==> config.mk <==
export PLATFORM = sky130hd
export DESIGN_NAME = led_ctrl_flat
export DESIGN_NICKNAME = d
export VERILOG_FILES = /design/src/rtl/led_ctrl_if.sv /design/src/rtl/led_ctrl.sv /design/src/flat_wrapper.sv
export SDC_FILE = /design/constraint.sdc
export NUM_CORES = 1
export LEC_CHECK = 0
export CAP_MARGIN = 10
export CORE_MARGIN = 2
export CORE_UTILIZATION = 45
export DETAILED_ROUTE_END_ITERATION = 16
export PLACE_DENSITY = 0.73
export REMOVE_ABC_BUFFERS = 1
export SETUP_SLACK_MARGIN = 0.02
export SLEW_MARGIN = 40
export SYNTH_ARGS = -nofsm -noshare
export SYNTH_HDL_FRONTEND = slang
export SYNTH_SLANG_ARGS = --single-unit
==> constraint.sdc <==
create_clock -name clk -period 2.3 [get_ports clk]
set_clock_uncertainty 0.2 [all_clocks]
set_input_delay 0.23 -clock clk [delete_from_list [all_inputs] [get_ports clk]]
set_output_delay 0.23 -clock clk [all_outputs]
set_load 0.05 [all_outputs]
==> src/rtl/led_ctrl_if.sv <==
// ----------------------------------------------------------------------------
// led_ctrl_if : PicoSoC iomem bus bundle between the CPU side (master) and a
//               memory-mapped peripheral (slave).
//   iomem_valid  master -> slave  request valid
//   iomem_ready  slave  -> master one-cycle acknowledge
//   iomem_wstrb  master -> slave  byte write strobes, 0 = read
//   iomem_addr   master -> slave  byte address
//   iomem_wdata  master -> slave  write data
//   iomem_rdata  slave  -> master read data, valid while iomem_ready = 1
// ----------------------------------------------------------------------------
interface led_ctrl_if;
  logic        iomem_valid;
  logic        iomem_ready;
  logic [3:0]  iomem_wstrb;
  logic [31:0] iomem_addr;
  logic [31:0] iomem_wdata;
  logic [31:0] iomem_rdata;

  modport master (
    output iomem_valid, iomem_wstrb, iomem_addr, iomem_wdata,
    input  iomem_ready, iomem_rdata
  );

  modport slave (
    input  iomem_valid, iomem_wstrb, iomem_addr, iomem_wdata,
    output iomem_ready, iomem_rdata
  );
endinterface

==> src/rtl/led_ctrl.sv <==
// ----------------------------------------------------------------------------
// led_ctrl : memory-mapped LED controller, sole driver of the 8 board LEDs.
//   Sources: free-running heartbeat counter, static CPU value, or per-LED
//   8-bit PWM dimming. The heartbeat runs out of reset without firmware.
// Ports:
//   clk     system clock
//   resetn  asynchronous active-low reset
//   bus     iomem slave port (valid/ready/wstrb/addr/wdata/rdata)
//   leds    registered active-high LED drive
// Register map (byte offset in the 256-byte window at ADDR_BASE):
//   0x00 CTRL[1:0] mode   0x04 STATIC[7:0]   0x08 DUTY_LO   0x0C DUTY_HI
//   0x10 PRESCALE[15:0]   0x14 STATUS (ro: [7:0] pwm_cnt, [8] tick)
// ----------------------------------------------------------------------------
module led_ctrl #(
  parameter logic [31:0] ADDR_BASE = 32'h0300_0000,
  parameter int          CNT_W     = 24
) (
  input  logic       clk,
  input  logic       resetn,
  led_ctrl_if.slave  bus,
  output logic [7:0] leds
);

  localparam logic [0:0] ST_IDLE = 1'b0;
  localparam logic [0:0] ST_ACK  = 1'b1;

  localparam logic [7:0] OFF_CTRL   = 8'h00;
  localparam logic [7:0] OFF_STATIC = 8'h04;
  localparam logic [7:0] OFF_DUTYLO = 8'h08;
  localparam logic [7:0] OFF_DUTYHI = 8'h0C;
  localparam logic [7:0] OFF_PRESC  = 8'h10;
  localparam logic [7:0] OFF_STATUS = 8'h14;

  logic [0:0]       state_q, state_d;
  logic             ready_q;
  logic [31:0]      rdata_q, rd_val;
  logic [1:0]       mode_q;
  logic [7:0]       static_q;
  logic [31:0]      duty_lo_q, duty_hi_q;
  logic [15:0]      prescale_q;
  logic [15:0]      presc_q, presc_d;
  logic [7:0]       pwm_cnt_q;
  logic [CNT_W-1:0] hb_q;
  logic [7:0]       leds_q, leds_d;
  logic [63:0]      duty_all;
  logic             sel, access, wr_en, tick;

  function automatic logic [31:0] merge_bytes(input logic [31:0] old_v,
                                              input logic [31:0] new_v,
                                              input logic [3:0]  strb);
    logic [31:0] r;
    r = old_v;
    for (int b = 0; b < 4; b++)
      if (strb[b]) r[8*b +: 8] = new_v[8*b +: 8];
    return r;
  endfunction

  // Window decode: only the upper 24 address bits select this block.
  assign sel    = bus.iomem_valid && (bus.iomem_addr[31:8] == ADDR_BASE[31:8]);
  assign access = (state_q == ST_IDLE) && sel && !ready_q;
  assign wr_en  = access && (bus.iomem_wstrb != 4'b0000);

  // PWM timebase. Using >= rather than == lets a PRESCALE write below the
  // running count restart at 0 instead of wrapping through 65535.
  assign tick    = (presc_q == prescale_q);
  assign presc_d = (presc_q >= prescale_q) ? 16'd0 : presc_q + 16'd1;

  assign duty_all = {duty_hi_q, duty_lo_q};

  // NOTE: every path assigns a default first so this decode stays purely
  // combinational and never infers a latch.
  always_comb begin
    rd_val = 32'd0;
    case (bus.iomem_addr[7:0])
      OFF_CTRL:   rd_val = {30'd0, mode_q};
      OFF_STATIC: rd_val = {24'd0, static_q};
      OFF_DUTYLO: rd_val = duty_lo_q;
      OFF_DUTYHI: rd_val = duty_hi_q;
      OFF_PRESC:  rd_val = {16'd0, prescale_q};
      OFF_STATUS: rd_val = {23'd0, tick, pwm_cnt_q};
      default:    rd_val = 32'd0;
    endcase
  end

  always_comb begin
    state_d = state_q;
    case (state_q)
      ST_IDLE: if (access) state_d = ST_ACK;
      ST_ACK:  state_d = ST_IDLE;
      default: state_d = ST_IDLE;
    endcase
  end

  // Mode 3 is reserved and falls back to the heartbeat.
  always_comb begin
    leds_d = hb_q[CNT_W-1 -: 8];
    case (mode_q)
      2'd1: leds_d = static_q;
      2'd2: for (int i = 0; i < 8; i++) leds_d[i] = (pwm_cnt_q < duty_all[8*i +: 8]);
      default: leds_d = hb_q[CNT_W-1 -: 8];
    endcase
  end

  // NOTE: all flops use non-blocking assignments so each one samples the
  // pre-edge value of the others regardless of statement order.
  // NOTE: everything here is plain flops (no RAM), so every register,
  // including rdata, takes the async reset and an aborted write is lost.
  always_ff @(posedge clk or negedge resetn) begin
    if (!resetn) begin
      state_q    <= ST_IDLE;
      ready_q    <= 1'b0;
      rdata_q    <= 32'd0;
      mode_q     <= 2'd0;
      static_q   <= 8'd0;
      duty_lo_q  <= 32'd0;
      duty_hi_q  <= 32'd0;
      prescale_q <= 16'd0;
      presc_q    <= 16'd0;
      pwm_cnt_q  <= 8'd0;
      hb_q       <= '0;
      leds_q     <= 8'd0;
    end else begin
      state_q <= state_d;
      ready_q <= (state_d == ST_ACK);
      if (access) rdata_q <= wr_en ? 32'd0 : rd_val;

      if (wr_en) begin
        case (bus.iomem_addr[7:0])
          OFF_CTRL:   if (bus.iomem_wstrb[0]) mode_q   <= bus.iomem_wdata[1:0];
          OFF_STATIC: if (bus.iomem_wstrb[0]) static_q <= bus.iomem_wdata[7:0];
          OFF_DUTYLO: duty_lo_q <= merge_bytes(duty_lo_q, bus.iomem_wdata, bus.iomem_wstrb);
          OFF_DUTYHI: duty_hi_q <= merge_bytes(duty_hi_q, bus.iomem_wdata, bus.iomem_wstrb);
          OFF_PRESC: begin
            if (bus.iomem_wstrb[0]) prescale_q[7:0]  <= bus.iomem_wdata[7:0];
            if (bus.iomem_wstrb[1]) prescale_q[15:8] <= bus.iomem_wdata[15:8];
          end
          default: ;
        endcase
      end

      // Counters free-run independent of bus traffic.
      hb_q    <= hb_q + CNT_W'(1);
      presc_q <= presc_d;
      if (tick) pwm_cnt_q <= pwm_cnt_q + 8'd1;
      leds_q  <= leds_d;
    end
  end

  assign bus.iomem_ready = ready_q;
  assign bus.iomem_rdata = rdata_q;
  assign leds            = leds_q;

endmodule

==> src/flat_wrapper.sv <==
// flat-port wrapper written by rule: the top's interface ports become plain ports
module led_ctrl_flat 
#(
  parameter logic [31:0] ADDR_BASE = 32'h0300_0000,
  parameter int          CNT_W     = 24
)
  (clk, resetn, leds, bus_iomem_valid, bus_iomem_wstrb, bus_iomem_addr, bus_iomem_wdata, bus_iomem_ready, bus_iomem_rdata);
  led_ctrl_if bus_i ();
  input  logic clk;
  input  logic resetn;
  output logic [7:0] leds;
  input wire logic [$bits(bus_i.iomem_valid)-1:0] bus_iomem_valid;
  input wire logic [$bits(bus_i.iomem_wstrb)-1:0] bus_iomem_wstrb;
  input wire logic [$bits(bus_i.iomem_addr)-1:0] bus_iomem_addr;
  input wire logic [$bits(bus_i.iomem_wdata)-1:0] bus_iomem_wdata;
  output wire logic [$bits(bus_i.iomem_ready)-1:0] bus_iomem_ready;
  output wire logic [$bits(bus_i.iomem_rdata)-1:0] bus_iomem_rdata;
  assign bus_i.iomem_valid = bus_iomem_valid;
  assign bus_i.iomem_wstrb = bus_iomem_wstrb;
  assign bus_i.iomem_addr = bus_iomem_addr;
  assign bus_i.iomem_wdata = bus_iomem_wdata;
  assign bus_iomem_ready = bus_i.iomem_ready;
  assign bus_iomem_rdata = bus_i.iomem_rdata;
  led_ctrl #(.ADDR_BASE(ADDR_BASE), .CNT_W(CNT_W)) u_core (.clk(clk), .resetn(resetn), .bus(bus_i), .leds(leds));
endmodule
==> impl_metrics.env <==
export IMPL_yosys_top_cells_area="dfrtp_1, mux2_2, ha_1"
export IMPL_fin_tns_setup_ps=0
export IMPL_area_growth_syn_to_layout_pct=26.7
export IMPL_nets=1206
export IMPL_first_pass_iters=5
export IMPL_synth_top_area_share_pct=46.5
export IMPL_cp_cell_sequence="clkdlybuf4s50_1, or4_4, nor2_2, nor4b_4, and3_1, buf_12, mux2_2"
export IMPL_portBuffers=111
export IMPL_drc=0
export IMPL_max_cap_violations=0
export IMPL_crit_arrival_ps=2330
export IMPL_antenna_found_initial=0
export IMPL_ys_top_cells_by_count="dfrtp_1, mux2_2, inv_1"
export IMPL_dp_hpwl_mm=17.9
export IMPL_final_layout_size_suffix_gt1_share_pct=21.8
export IMPL_cp_max_fo=8
export IMPL_seq_power_share_pct=51.1
export IMPL_worstSetupPathType="in2reg"
export IMPL_crit_start="bus_iomem_addr[0]"
export IMPL_rows=53
export IMPL_coreArea_um2=21000
export IMPL_fin_crit_ps=2220
export IMPL_ir_worst_vdd_uv=493
export IMPL_grt_total_usage_pct=21.8
export IMPL_leakagePower_uw=0.00553
export IMPL_maxSlewHeadroom_pct=60.1
export IMPL_synth_avg_cell_area_um2=10.9
export IMPL_cts_buffers=17
export IMPL_hold_violations=0
export IMPL_grt_overflow=0
export IMPL_final_area_um2=12200
export IMPL_power_frac_clock_pct=43.9
export IMPL_drv_slew=0
export IMPL_cts_tree="yes"
export IMPL_slowest_stage="or4_4"
export IMPL_fmax_mhz=451
export IMPL_grt_start_max_net_pins=59
export IMPL_ant_nets=0
export IMPL_ys_warn_count=0
export IMPL_cp_end_kind="flip-flop"
export IMPL_power_uw=6160
export IMPL_gp_congestion=0.873
export IMPL_place_area_um2=11500
export IMPL_clockRootBuffer="clkbuf_16"
export IMPL_timing_critical_path_to="u_core.static_q[1]$_DFFE_PN0P_"
export IMPL_holdCritPathClass="in2async"
export IMPL_antenna_cells=0
export IMPL_routed_via_count=7198
export IMPL_vias_per_cell=5.35
export IMPL_clk_latency_ps=430
export IMPL_path_delay_family="simple AND/OR/NAND/NOR gates"
export IMPL_synth_edf_count=0
export IMPL_ys_seq_elements=179
export IMPL_crit_cells=7
export IMPL_die_area_um2=22600
export IMPL_syn_inst=882
export IMPL_cts_sinks=179
export IMPL_synth_cell_types=50
export IMPL_synth_most_common_cell="dfrtp_1"
export IMPL_grt_pass1_wl_mm=37.7
export IMPL_synth_area_um2=9640
export IMPL_rsz0062_at_grt="yes"
export IMPL_switching_share_pct=23.5
export IMPL_synthFlopType="dfrtp_1"
export IMPL_start_kind="input pin"
export IMPL_p_sw_uw=1450
export IMPL_p_per_area_nw_per_um2=504
export IMPL_die_w_um=150
export IMPL_yosys_area_top_type="dfrtp_1"
export IMPL_async_flop_share_pct=100
export IMPL_seq_area_frac_synth_pct=46.5
export IMPL_grt_pass1_vias=7203
export IMPL_start_util_pct=45.9
export IMPL_finalSetupViolations=0
export IMPL_tightest_slew_ps=598
export IMPL_status="finished, final reports clean"
export IMPL_required_ps=2410
export IMPL_cpPeakStageDelay_ps=580
export IMPL_p_int_uw=4710
export IMPL_r2r_end="u_core.presc_q[15]$_DFF_PN0_"
export IMPL_combPwrFrac_pct=5.1
export IMPL_cp_num_buf_inv=2
export IMPL_clk_path_buf_depth=2
export IMPL_wire_per_inst_um=17.9
export IMPL_rrSetupSlack_ps=130
export IMPL_wirelength_mm=24.1
export IMPL_timing_rr_start="u_core.prescale_q[14]$_DFFE_PN0P_"
export IMPL_post_route_util_pct=58.1
export IMPL_cts_clk_slew_worst_paths_ps=70
export IMPL_rr_worst_depth=8
export IMPL_drtIter0Drc=401
export IMPL_fin_crit_sh_pct=96.4
export IMPL_pin_count=112
export IMPL_die_height_um=150
export IMPL_h_tree_depth=4
worst register-to-register path: cells and delay by family, from the launching register on:
kind / cells / cell delay [ps]
buffers and inverters: 3 / 480
DFF: 1 / 380
AOI/OAI and AO/OA: 2 / 520
adders and majority gates: 1 / 260
and+or+nand+nor: 2 / 230
power by group through the flow:
stage	logic, uW	registers [uW]	clock network [uW]
final	311	3150	2700
after global routing	339	3140	2880
after CTS	314	3150	2740
after detailed placement	311	3210	0
after global placement	311	3210	0
after floorplan	36.7	3210	0
worst min-delay path by stage:
stage / from / endpoint / slack (ps) / depth (start not counted)
floorplan: resetn / u_core.bus.iomem_rdata[0]$_DFFE_PN0P_ / -270 / 0
global placement: resetn / u_core.hb_q[0]$_DFF_PN0_ / 50 / 1
detailed placement: resetn / u_core.hb_q[3]$_DFF_PN0_ / 40 / 1
CTS: resetn / u_core.hb_q[3]$_DFF_PN0_ / 150 / 2
global route: resetn / u_core.hb_q[2]$_DFF_PN0_ / 180 / 2
finish: resetn / u_core.hb_q[0]$_DFF_PN0_ / 140 / 2
registers in the layout, summed over array words and instances (netlist names):
register and count:
u_core.bus.iomem_rdata 32, u_core.static_q 8, u_core.prescale_q 16, u_core.state_q 1
u_core.leds 8, u_core.duty_hi_q 32, u_core.hb_q 24, u_core.pwm_cnt_q 8
u_core.duty_lo_q 32, u_core.mode_q 2, u_core.presc_q 16
logic make-up after synthesis:
group / Yosys count / share of synthesized area, %
compound gates: 129 / 8.18
xor+xnor: 43 / 3.91
fa+ha+maj: 77 / 9.99
buf+inv: 116 / 5.10
flops: 179 / 46.5
mux: 131 / 15.0
simple gates: 207 / 11.3
layer usage:
layer	up-vias	share of wire [%]	GRT usage, %
met5	-	0	0
met4	0	2.2	7.03
met3	35	4.5	3.67
met2	172	48	36.1
met1	3537	45	29.3
li1	3454	-	-
metrics by stage:
stage	setup WS, ps	instances	hold slack, ps
final	82.8	1346	139
after global routing	16.3	1346	182
after CTS	25.9	1340	151
after detailed placement	-513	1307	43.2
after global placement	-422	1307	45.2
after floorplan	-490	855	-266
cells in the final DEF, fill, tap and decap left out, types with 6 or more instances in the layout:
master           netlist  layout
nand4_1               17      17
a21o_1                 6       6
nand3_1               18      18
a22oi_1                6       6
clkinvlp_4             0       6
nor2b_1                7       7
nor2_1                60      59
buf_4                  8      64
clkbuf_16              0      17
clkdlybuf4s50_1        0     109
mux2_2                91      91
nand2_1               55      55
o21ai_0               53      53
inv_1                 89      86
and4_1                11      11
ha_1                  77      72
mux2i_1               38      38
o22ai_1                6       6
xnor2_1               28      28
a21oi_1               27      27
o31ai_1                9       9
buf_12                 0       6
dfrtp_1              179     179
xor2_1                15      15
and3_1                 7       6
what timing repair did:
item	4_1_cts	5_1_grt
gates resized for setup	3	23
gates cloned	0	1
buffers inserted	0	5
hold buffers	1	0
endpoints found under the setup margin	59	120
pin swaps	1	11
endpoints found under the hold margin	53	0
final cells by class:
| class | count | area (um^2) |
|---|---|---|
| Clock buffer | 18 | 439 |
| Clock inverter | 14 | 104 |
| Fill cell | 1739 | 8800 |
| Inverter | 89 | 337 |
| Multi-Input combinational cell | 587 | 4770 |
| Sequential cell | 179 | 4480 |
| Tap cell | 275 | 344 |
| Timing Repair Buffer | 184 | 1740 |
Power figures use the tool's default switching activity.
